`config.mk`:
```
export PLATFORM = sky130hd
export DESIGN_NAME = regfile_port_arbiter
export DESIGN_NICKNAME = d
export VERILOG_FILES = /design/src/rtl/regfile_port_arbiter.sv
export SDC_FILE = /design/constraint.sdc
export NUM_CORES = 1
export LEC_CHECK = 0
export CAP_MARGIN = 20
export CORE_MARGIN = 2
export CORE_UTILIZATION = 38
export DETAILED_ROUTE_END_ITERATION = 16
export HOLD_SLACK_MARGIN = 0.1
export PLACE_DENSITY = 0.85
export SYNTH_ARGS = -nofsm -noshare
export SYNTH_HDL_FRONTEND = slang
export SYNTH_SLANG_ARGS = --single-unit
```
`constraint.sdc`:
```
create_clock -name clk -period 1.9 [get_ports clk]
set_clock_uncertainty 0.2 [all_clocks]
set_input_delay 0.57 -clock clk [delete_from_list [all_inputs] [get_ports clk]]
set_output_delay 0.57 -clock clk [all_outputs]
set_load 0.03 [all_outputs]
```
`src/rtl/regfile_port_arbiter.sv`:
```
// regfile_port_arbiter: shares the single register-file access port between
// the core control sequencer (c_*) and the debug/program-load port (d_*).
// Round-robin arbitration, one transaction in flight, req/gnt/done handshake
// to each requester and en/done handshake to the register file.
// Optional feature macro: ARB_TIMEOUT_EN (abort a WAIT that exceeds TIMEOUT
// cycles with done+err). Without it, WAIT persists until rf_done and the
// err outputs stay 0.
module regfile_port_arbiter #(
    parameter int unsigned DATA_W  = 8,
    parameter int unsigned ADDR_W  = 3,
    parameter int unsigned TIMEOUT = 15
) (
    input  logic              clk,
    input  logic              reset,

    input  logic              c_req,
    input  logic              c_we,
    input  logic [ADDR_W-1:0] c_addr,
    input  logic [DATA_W-1:0] c_wdata,
    output logic              c_gnt,
    output logic              c_done,
    output logic              c_err,
    output logic [DATA_W-1:0] c_rdata,

    input  logic              d_req,
    input  logic              d_we,
    input  logic [ADDR_W-1:0] d_addr,
    input  logic [DATA_W-1:0] d_wdata,
    output logic              d_gnt,
    output logic              d_done,
    output logic              d_err,
    output logic [DATA_W-1:0] d_rdata,

    output logic              rf_en,
    output logic              rf_we,
    output logic [ADDR_W-1:0] rf_addr,
    output logic [DATA_W-1:0] rf_wdata,
    input  logic [DATA_W-1:0] rf_rdata,
    input  logic              rf_done,

    output logic              busy
);

    localparam logic [1:0] S_IDLE  = 2'd0;
    localparam logic [1:0] S_ISSUE = 2'd1;
    localparam logic [1:0] S_WAIT  = 2'd2;
    localparam logic [1:0] S_RESP  = 2'd3;

    localparam logic OWN_CORE = 1'b0;
    localparam logic OWN_DBG  = 1'b1;

    logic [1:0]        state, state_nxt;
    logic              last, last_nxt;
    logic              owner, owner_nxt;
    logic              lat_we, lat_we_nxt;
    logic [ADDR_W-1:0] lat_addr, lat_addr_nxt;
    logic [DATA_W-1:0] lat_wdata, lat_wdata_nxt;
    logic [DATA_W-1:0] c_rdata_nxt, d_rdata_nxt;
    logic              abort_nxt;
    logic              capture;
    logic              win;

    logic              busy_nxt;
    logic              issue_nxt;
    logic              resp_nxt;
    logic              c_gnt_nxt, d_gnt_nxt;
    logic              c_done_nxt, d_done_nxt;
    logic              c_err_nxt, d_err_nxt;
    logic              rf_en_nxt, rf_we_nxt;
    logic [ADDR_W-1:0] rf_addr_nxt;
    logic [DATA_W-1:0] rf_wdata_nxt;

`ifdef ARB_TIMEOUT_EN
    localparam int unsigned CNT_W = (TIMEOUT > 1) ? $clog2(TIMEOUT) : 1;
    logic [CNT_W-1:0] wait_cnt, wait_cnt_nxt;
`else
    logic unused_timeout;
    assign unused_timeout = (TIMEOUT != 0);
`endif

    // Next-state, arbitration, latching and next-output computation.
    always_comb begin
        state_nxt     = state;
        last_nxt      = last;
        owner_nxt     = owner;
        lat_we_nxt    = lat_we;
        lat_addr_nxt  = lat_addr;
        lat_wdata_nxt = lat_wdata;
        c_rdata_nxt   = c_rdata;
        d_rdata_nxt   = d_rdata;
        abort_nxt     = 1'b0;
        capture       = 1'b0;
        win           = OWN_CORE;
`ifdef ARB_TIMEOUT_EN
        wait_cnt_nxt  = wait_cnt;
`endif

        case (state)
            S_IDLE: begin
                if (c_req || d_req) begin
                    // Tie goes to whoever did not win last time.
                    if (c_req && d_req) begin
                        win = ~last;
                    end else begin
                        win = d_req ? OWN_DBG : OWN_CORE;
                    end
                    owner_nxt = win;
                    last_nxt  = win;
                    state_nxt = S_ISSUE;
                    if (win == OWN_DBG) begin
                        lat_we_nxt    = d_we;
                        lat_addr_nxt  = d_addr;
                        lat_wdata_nxt = d_wdata;
                    end else begin
                        lat_we_nxt    = c_we;
                        lat_addr_nxt  = c_addr;
                        lat_wdata_nxt = c_wdata;
                    end
                end
            end
            S_ISSUE: begin
                if (rf_done) begin
                    state_nxt = S_RESP;
                    capture   = 1'b1;
                end else begin
                    state_nxt = S_WAIT;
`ifdef ARB_TIMEOUT_EN
                    wait_cnt_nxt = '0;
`endif
                end
            end
            S_WAIT: begin
                if (rf_done) begin
                    state_nxt = S_RESP;
                    capture   = 1'b1;
                end else begin
`ifdef ARB_TIMEOUT_EN
                    if (wait_cnt == CNT_W'(TIMEOUT - 1)) begin
                        state_nxt = S_RESP;
                        abort_nxt = 1'b1;
                    end else begin
                        wait_cnt_nxt = wait_cnt + CNT_W'(1);
                    end
`endif
                end
            end
            S_RESP: begin
                state_nxt = S_IDLE;
            end
            default: begin
                state_nxt = S_IDLE;
            end
        endcase

        // Only reads update the owner's rdata; writes and aborts leave it.
        if (capture && !lat_we) begin
            if (owner == OWN_DBG) begin
                d_rdata_nxt = rf_rdata;
            end else begin
                c_rdata_nxt = rf_rdata;
            end
        end

        busy_nxt     = (state_nxt != S_IDLE);
        issue_nxt    = (state_nxt == S_ISSUE);
        resp_nxt     = (state_nxt == S_RESP);
        c_gnt_nxt    = busy_nxt && (owner_nxt == OWN_CORE);
        d_gnt_nxt    = busy_nxt && (owner_nxt == OWN_DBG);
        c_done_nxt   = resp_nxt && (owner_nxt == OWN_CORE);
        d_done_nxt   = resp_nxt && (owner_nxt == OWN_DBG);
        c_err_nxt    = c_done_nxt && abort_nxt;
        d_err_nxt    = d_done_nxt && abort_nxt;
        rf_en_nxt    = issue_nxt;
        rf_we_nxt    = issue_nxt && lat_we_nxt;
        rf_addr_nxt  = issue_nxt ? lat_addr_nxt : '0;
        rf_wdata_nxt = issue_nxt ? lat_wdata_nxt : '0;
    end

    // State, bookkeeping and registered outputs with synchronous reset.
    always_ff @(posedge clk) begin
        if (reset) begin
            state     <= S_IDLE;
            last      <= OWN_DBG;
            owner     <= OWN_CORE;
            lat_we    <= 1'b0;
            lat_addr  <= '0;
            lat_wdata <= '0;
            c_gnt     <= 1'b0;
            c_done    <= 1'b0;
            c_err     <= 1'b0;
            c_rdata   <= '0;
            d_gnt     <= 1'b0;
            d_done    <= 1'b0;
            d_err     <= 1'b0;
            d_rdata   <= '0;
            rf_en     <= 1'b0;
            rf_we     <= 1'b0;
            rf_addr   <= '0;
            rf_wdata  <= '0;
            busy      <= 1'b0;
        end else begin
            state     <= state_nxt;
            last      <= last_nxt;
            owner     <= owner_nxt;
            lat_we    <= lat_we_nxt;
            lat_addr  <= lat_addr_nxt;
            lat_wdata <= lat_wdata_nxt;
            c_gnt     <= c_gnt_nxt;
            c_done    <= c_done_nxt;
            c_err     <= c_err_nxt;
            c_rdata   <= c_rdata_nxt;
            d_gnt     <= d_gnt_nxt;
            d_done    <= d_done_nxt;
            d_err     <= d_err_nxt;
            d_rdata   <= d_rdata_nxt;
            rf_en     <= rf_en_nxt;
            rf_we     <= rf_we_nxt;
            rf_addr   <= rf_addr_nxt;
            rf_wdata  <= rf_wdata_nxt;
            busy      <= busy_nxt;
        end
    end

`ifdef ARB_TIMEOUT_EN
    // WAIT-cycle counter for the abort timeout.
    always_ff @(posedge clk) begin
        if (reset) begin
            wait_cnt <= '0;
        end else begin
            wait_cnt <= wait_cnt_nxt;
        end
    end
`endif

endmodule
```
# Word-level counts from Yosys, hierarchy flattened
# Index checks and enable logic that the tools add are counted.
# op_classes
eq_ne	5
reduce_logical	16
n_mux	21
bitwise	4
# op_table
op	count
8-bit two-way mux	3
1-bit two-way mux	12
3-bit two-way mux	3
2-bit case mux with 4 select lines	1
1-bit logical AND	7
2-bit == test (second input constant)	3
2-bit AND reduction	3
2-bit by 1-bit == test with 1-bit output (second input constant)	2
2-bit two-way mux	2
1-bit NOT	4
2-bit OR reduction	2
2-bit logical NOT	1
2-bit nonzero test	1
1-bit logical NOT	1
1-bit logical OR	1
# word_totals
inputBits	37
wordCells	63
output_inout_bits	36
ff_bits	50

# Depth between registers and ports, before layout
# depth
word_depth	8
mapped_depth	7
depth_no_buf	5

# Worst setup path after synthesis
# Ideal clock, no wire load.
# synth_path
path_kind	register to register
from	reg state[0]
to	reg rf_addr[2]
synth_period_minus_slack_ps	1946
arrival_time_ps	1659
setup_slack_ps	-46
n_path_buf	2
stages_incl_launch_ff	8
setup_ps	88
required_time_ps	1612
cell_sequence	dfxtp_1 inv_1 ha_1 nor4b_1 or4_1 buf_6 buf_6 nor4_2
# synth_via
elab_chain_len	5
word_cells_on_any_way	11
cone_classes	eq/ne: 4; mux: 4; bitwise: 1; reduce/logical: 2
# synth_lines
item	line_no	text
start: declaration	52	logic [1:0] state, state_nxt;
start signal: assignment	202	state <= state_nxt;
2-bit == test (tied with other cells)	98	case (state)
2-bit case mux with 4 select lines	98	
2-bit by 1-bit == test with 1-bit output	165	issue_nxt = (state_nxt == S_ISSUE);
1-bit NOT (no source line)	--	
2-bit OR reduction (no source line)	--	
end signal: assignment	218	rf_addr <= rf_addr_nxt;
end: declaration	36	output logic [ADDR_W-1:0] rf_addr,
# Several ways; a longest one is shown, not always the timed one.
# A chain may end at the register's enable or synchronous reset.

# Final worst setup path
# layout_path
from	reg state[0]
to	reg rf_wdata[6]
# layout_via
elab_chain_len	5
word_cells_on_any_way	11
cone_classes	eq/ne: 4; mux: 4; bitwise: 1; reduce/logical: 2
# layout_lines
item	line_no	text
2-bit == test (tied with other cells)	98	
2-bit case mux with 4 select lines	98	
2-bit by 1-bit == test with 1-bit output	165	
1-bit NOT (no source line)	--	
2-bit OR reduction (no source line)	--	
end signal: assignment	219	rf_wdata <= rf_wdata_nxt;
end: declaration	37	output logic [DATA_W-1:0] rf_wdata,
# Several ways; a longest one is shown, not always the timed one.

==> metrics.txt <==
# TYPE chip_impl_metric gauge
chip_impl_info{name="run_status",value="finished with violations"} 1
chip_impl_info{name="failed_checks",value="negative setup slack"} 1
chip_impl_metric{name="synth_top_area_share",unit="%"} 54.2
chip_impl_metric{name="cts_max_level",unit=""} 2
chip_impl_metric{name="via_count_of_the_first_global_routing_pass",unit=""} 1699
chip_impl_metric{name="fin_ws",unit="ps"} -53.1
chip_impl_metric{name="ff_latch_area",unit="µm²"} 1010
chip_impl_info{name="cp-end-kind",value="flip-flop"} 1
chip_impl_metric{name="clock_path_buffers",unit=""} 2
chip_impl_metric{name="cellInternalPower",unit="mW"} 2.94
chip_impl_metric{name="yosys_warning_count",unit=""} 0
chip_impl_metric{name="synth.cell_area",unit="µm²"} 1850
chip_impl_metric{name="synth-async-reset-ratio",unit="%"} 0
chip_impl_metric{name="io_pins",unit=""} 73
chip_impl_metric{name="setup_tns",unit="ps"} -135
chip_impl_metric{name="global_route.usage.total",unit="%"} 20.1
chip_impl_metric{name="ant_nets_after_route",unit=""} 0
chip_impl_metric{name="finish.net_count",unit=""} 313
chip_impl_metric{name="cts-buffers-inserted",unit=""} 5
chip_impl_info{name="synth_largest_area_cell",value="dfxtp_1"} 1
chip_impl_metric{name="filler_cell_count",unit=""} 379
chip_impl_metric{name="synth_enable_flop_cells",unit=""} 0
chip_impl_metric{name="power_frac_comb",unit="%"} 53.4
chip_impl_metric{name="number_of_endpoints_failing_setup_at_the_final_stage",unit=""} 4
chip_impl_metric{name="max-vdd-ir-drop",unit="mV"} 0.780
chip_impl_info{name="netlist_top_cells_area",value="dfxtp_1, nor3_1, o32ai_1"} 1
chip_impl_metric{name="average_instance_area_after_synthesis",unit="µm²"} 9.82
chip_impl_metric{name="p_per_area",unit="nW/µm²"} 1630
chip_impl_info{name="cts_tree",value="built"} 1
chip_impl_metric{name="period_needed",unit="ps"} 1950
chip_impl_metric{name="initial_core_utilization",unit="%"} 39.4
chip_impl_metric{name="multi_input_comb_area",unit="µm²"} 933
chip_impl_metric{name="pwr-share-seq",unit="%"} 30.7
chip_impl_metric{name="switching_share",unit="%"} 41.0
chip_impl_metric{name="finalHoldViolCount",unit=""} 0
chip_impl_metric{name="p_sw",unit="mW"} 2.04
chip_impl_info{name="layout.cells.most_common",value="dfxtp_1"} 1
chip_impl_metric{name="gp_congestion",unit=""} 0.776
chip_impl_metric{name="worst_skew_pair.late_latency",unit="ps"} 300
chip_impl_metric{name="power.leakage",unit="nW"} 1.26
chip_impl_metric{name="synth_cell_types",unit=""} 30
chip_impl_metric{name="timing.critical_path.arrival",unit="ps"} 1980
chip_impl_metric{name="numPortBuffers",unit=""} 70
chip_impl_metric{name="cp_max_fo",unit=""} 5
chip_impl_metric{name="drive_above_1_share",unit="%"} 22.7
chip_impl_metric{name="max_clock_freq",unit="MHz"} 512
chip_impl_metric{name="wire_per_inst",unit="µm"} 16.4
chip_impl_metric{name="clkPwrFrac",unit="%"} 15.8
chip_impl_info{name="timing_worst_setup_path_type",value="flip-flop to flip-flop"} 1
chip_impl_metric{name="global_route.overflow_total",unit=""} 0
chip_impl_metric{name="drc",unit=""} 0
chip_impl_metric{name="signed_area_change_from_the_synthesized_netlist_to_the_final_layout",unit="%"} 65.2
chip_impl_metric{name="dieArea",unit="µm²"} 5430
chip_impl_metric{name="floorplan_core_area",unit="µm²"} 4690
chip_impl_metric{name="hold-worst-slack",unit="ps"} 260
chip_impl_info{name="mostFrequentLayoutCells",value="dfxtp_1, dlygate4sd2_1, clkdlybuf4s50_1, nor3_1, nand2_1"} 1
chip_impl_metric{name="post_drt_via_cell_ratio",unit=""} 5.37
chip_impl_metric{name="final_min_period_over_clock_period",unit="%"} 103
chip_impl_metric{name="drv_cap",unit=""} 0
chip_impl_info{name="grt_setup_unrepaired",value="true"} 1
chip_impl_metric{name="antenna_cells_inserted",unit=""} 0
chip_impl_info{name="crit_path_start_kind",value="flip-flop"} 1
chip_impl_metric{name="ys_seq_elements",unit=""} 50
chip_impl_metric{name="die_x",unit="µm"} 73.7
chip_impl_info{name="timing.hold.worst.class",value="flip-flop to flip-flop"} 1
chip_impl_metric{name="yosysSeqAreaShare",unit="%"} 54.2
chip_impl_metric{name="global_route_wire_length_before_repair",unit="µm"} 8060
chip_impl_metric{name="tritoncts_num_sinks",unit=""} 50
chip_impl_metric{name="detail_route.first_pass.iterations",unit=""} 4
chip_impl_metric{name="detail_route.wirelength",unit="µm"} 5350
chip_impl_metric{name="drtIter0Drc",unit=""} 47
chip_impl_metric{name="synthesized_netlist_cell_count",unit=""} 188
chip_impl_info{name="most_common_flop_cell_mapped_by_yosys",value="dfxtp_1"} 1
chip_impl_metric{name="cts.reportedPaths.clkPinSlew",unit="ps"} 100
chip_impl_metric{name="floorplan.die.height",unit="µm"} 73.7
chip_impl_metric{name="floorplan.rows",unit=""} 25
chip_impl_metric{name="slew_viol_final",unit=""} 0
chip_impl_metric{name="data_required_time_of_the_critical_path",unit="ps"} 1930
chip_impl_metric{name="grt_max_degree",unit=""} 32
chip_impl_metric{name="total_number_of_vias",unit=""} 1756
chip_impl_metric{name="power.total",unit="mW"} 4.98
chip_impl_metric{name="grt_antenna_before_repair",unit=""} 0
chip_impl_info{name="cts.root.buffer_cell",value="clkbuf_8"} 1
chip_impl_metric{name="dp_hpwl",unit="µm"} 3460
chip_impl_metric{name="place_ws",unit="ps"} -520
-- registers in the layout, indices dropped and copies added (netlist names) --
register,flops
rf_addr,3
d_done,1
d_rdata,8
c_gnt,1
rf_en,1
last,1
busy,1
rf_wdata,8
owner,1
rf_we,1
lat_wdata,8
lat_we,1
c_done,1
state,2
lat_addr,3
c_rdata,8
d_gnt,1
-- cells by family (layout without fill, tap and decap cells) --
group | Yosys count | in the layout | share of synthesized area (%)
buf+inv | 22 | 106 | 5.76
other cells | 1 | 2 | 0.203
compound gates | 29 | 29 | 11.6
simple gates | 74 | 74 | 21.2
flops | 50 | 50 | 54.2
mux | 8 | 8 | 4.34
fa+ha+maj | 4 | 4 | 2.71
-- synth_stat cells (all sizes together) (4+ instances only) --
master	instances
nor4	12
nor2	10
dfxtp	50
nand2	18
ha	4
mux2i	8
o32ai	12
a21oi	10
buf	5
nor3	27
inv	6
clkbuf	11
-- metrics by stage --
step / utilization (%) / std cells / cell area (µm²)
after floorplan: - / 189 / 1850
after global placement: 56.6 / 312 / 2660
after detailed placement: 56.6 / 312 / 2660
after CTS: 62.6 / 326 / 2940
after global routing: 65.0 / 327 / 3050
final: 65.0 / 327 / 3050
-- area by class of cell --
type / instances / area share [%]
Tap cell: 54 / 2.21
Multi-Input combinational cell: 117 / 30.6
Clock inverter: 2 / 1.27
Timing Repair Buffer: 92 / 29.3
Sequential cell: 50 / 33.0
Inverter: 6 / 0.943
Clock buffer: 6 / 2.71
-- critical path, stage by stage, from the launching register on --
cell and delay (ps):
dfxtp_4 360, inv_4 90, ha_4 140, a211oi_2 60
or4_4 600, buf_16 180, nor4_2 250
-- metal layers --
metal | wire, µm | global-route usage (%) | vias up
met5 | 0 | 0 | -
li1 | - | - | 845
met3 | 323 | 6.45 | 9
met1 | 2280 | 23.3 | 831
met2 | 2670 | 34.1 | 71
met4 | 78 | 7.68 | 0
-- what timing repair did --
item	CTS	global route
pin swaps	9	3
setup endpoints to repair	62	25
gates resized for setup	61	18
hold buffers	0	0
setup buffers	4	1
gates cloned	2	0
-- path summary, 6_finish.rpt --
check / startpoint / endpoint / slack, ps / cells after the start
hold reg to reg: d_rdata[6]$_SDFFE_PP0P_ / d_rdata[6]$_SDFFE_PP0P_ / 260 / 2
setup / recovery: state[0]$_SDFF_PP0_ / rf_wdata[6]$_SDFF_PP0_ / -50 / 6
setup reg to reg: state[0]$_SDFF_PP0_ / rf_wdata[6]$_SDFF_PP0_ / -50 / 6
hold / removal: d_rdata[6]$_SDFFE_PP0P_ / d_rdata[6]$_SDFFE_PP0P_ / 260 / 2
-- power groups by stage --
stage	Sequential [mW]	Combinational (mW)	Clock, mW
finish	1.53	2.66	0.788
detailed placement	1.53	2.09	0
global placement	1.52	2.02	0
global route	1.56	2.83	0.848
floorplan	1.90	0.938	0
CTS	1.52	2.41	0.800
(Power assumes the default switching activity.)
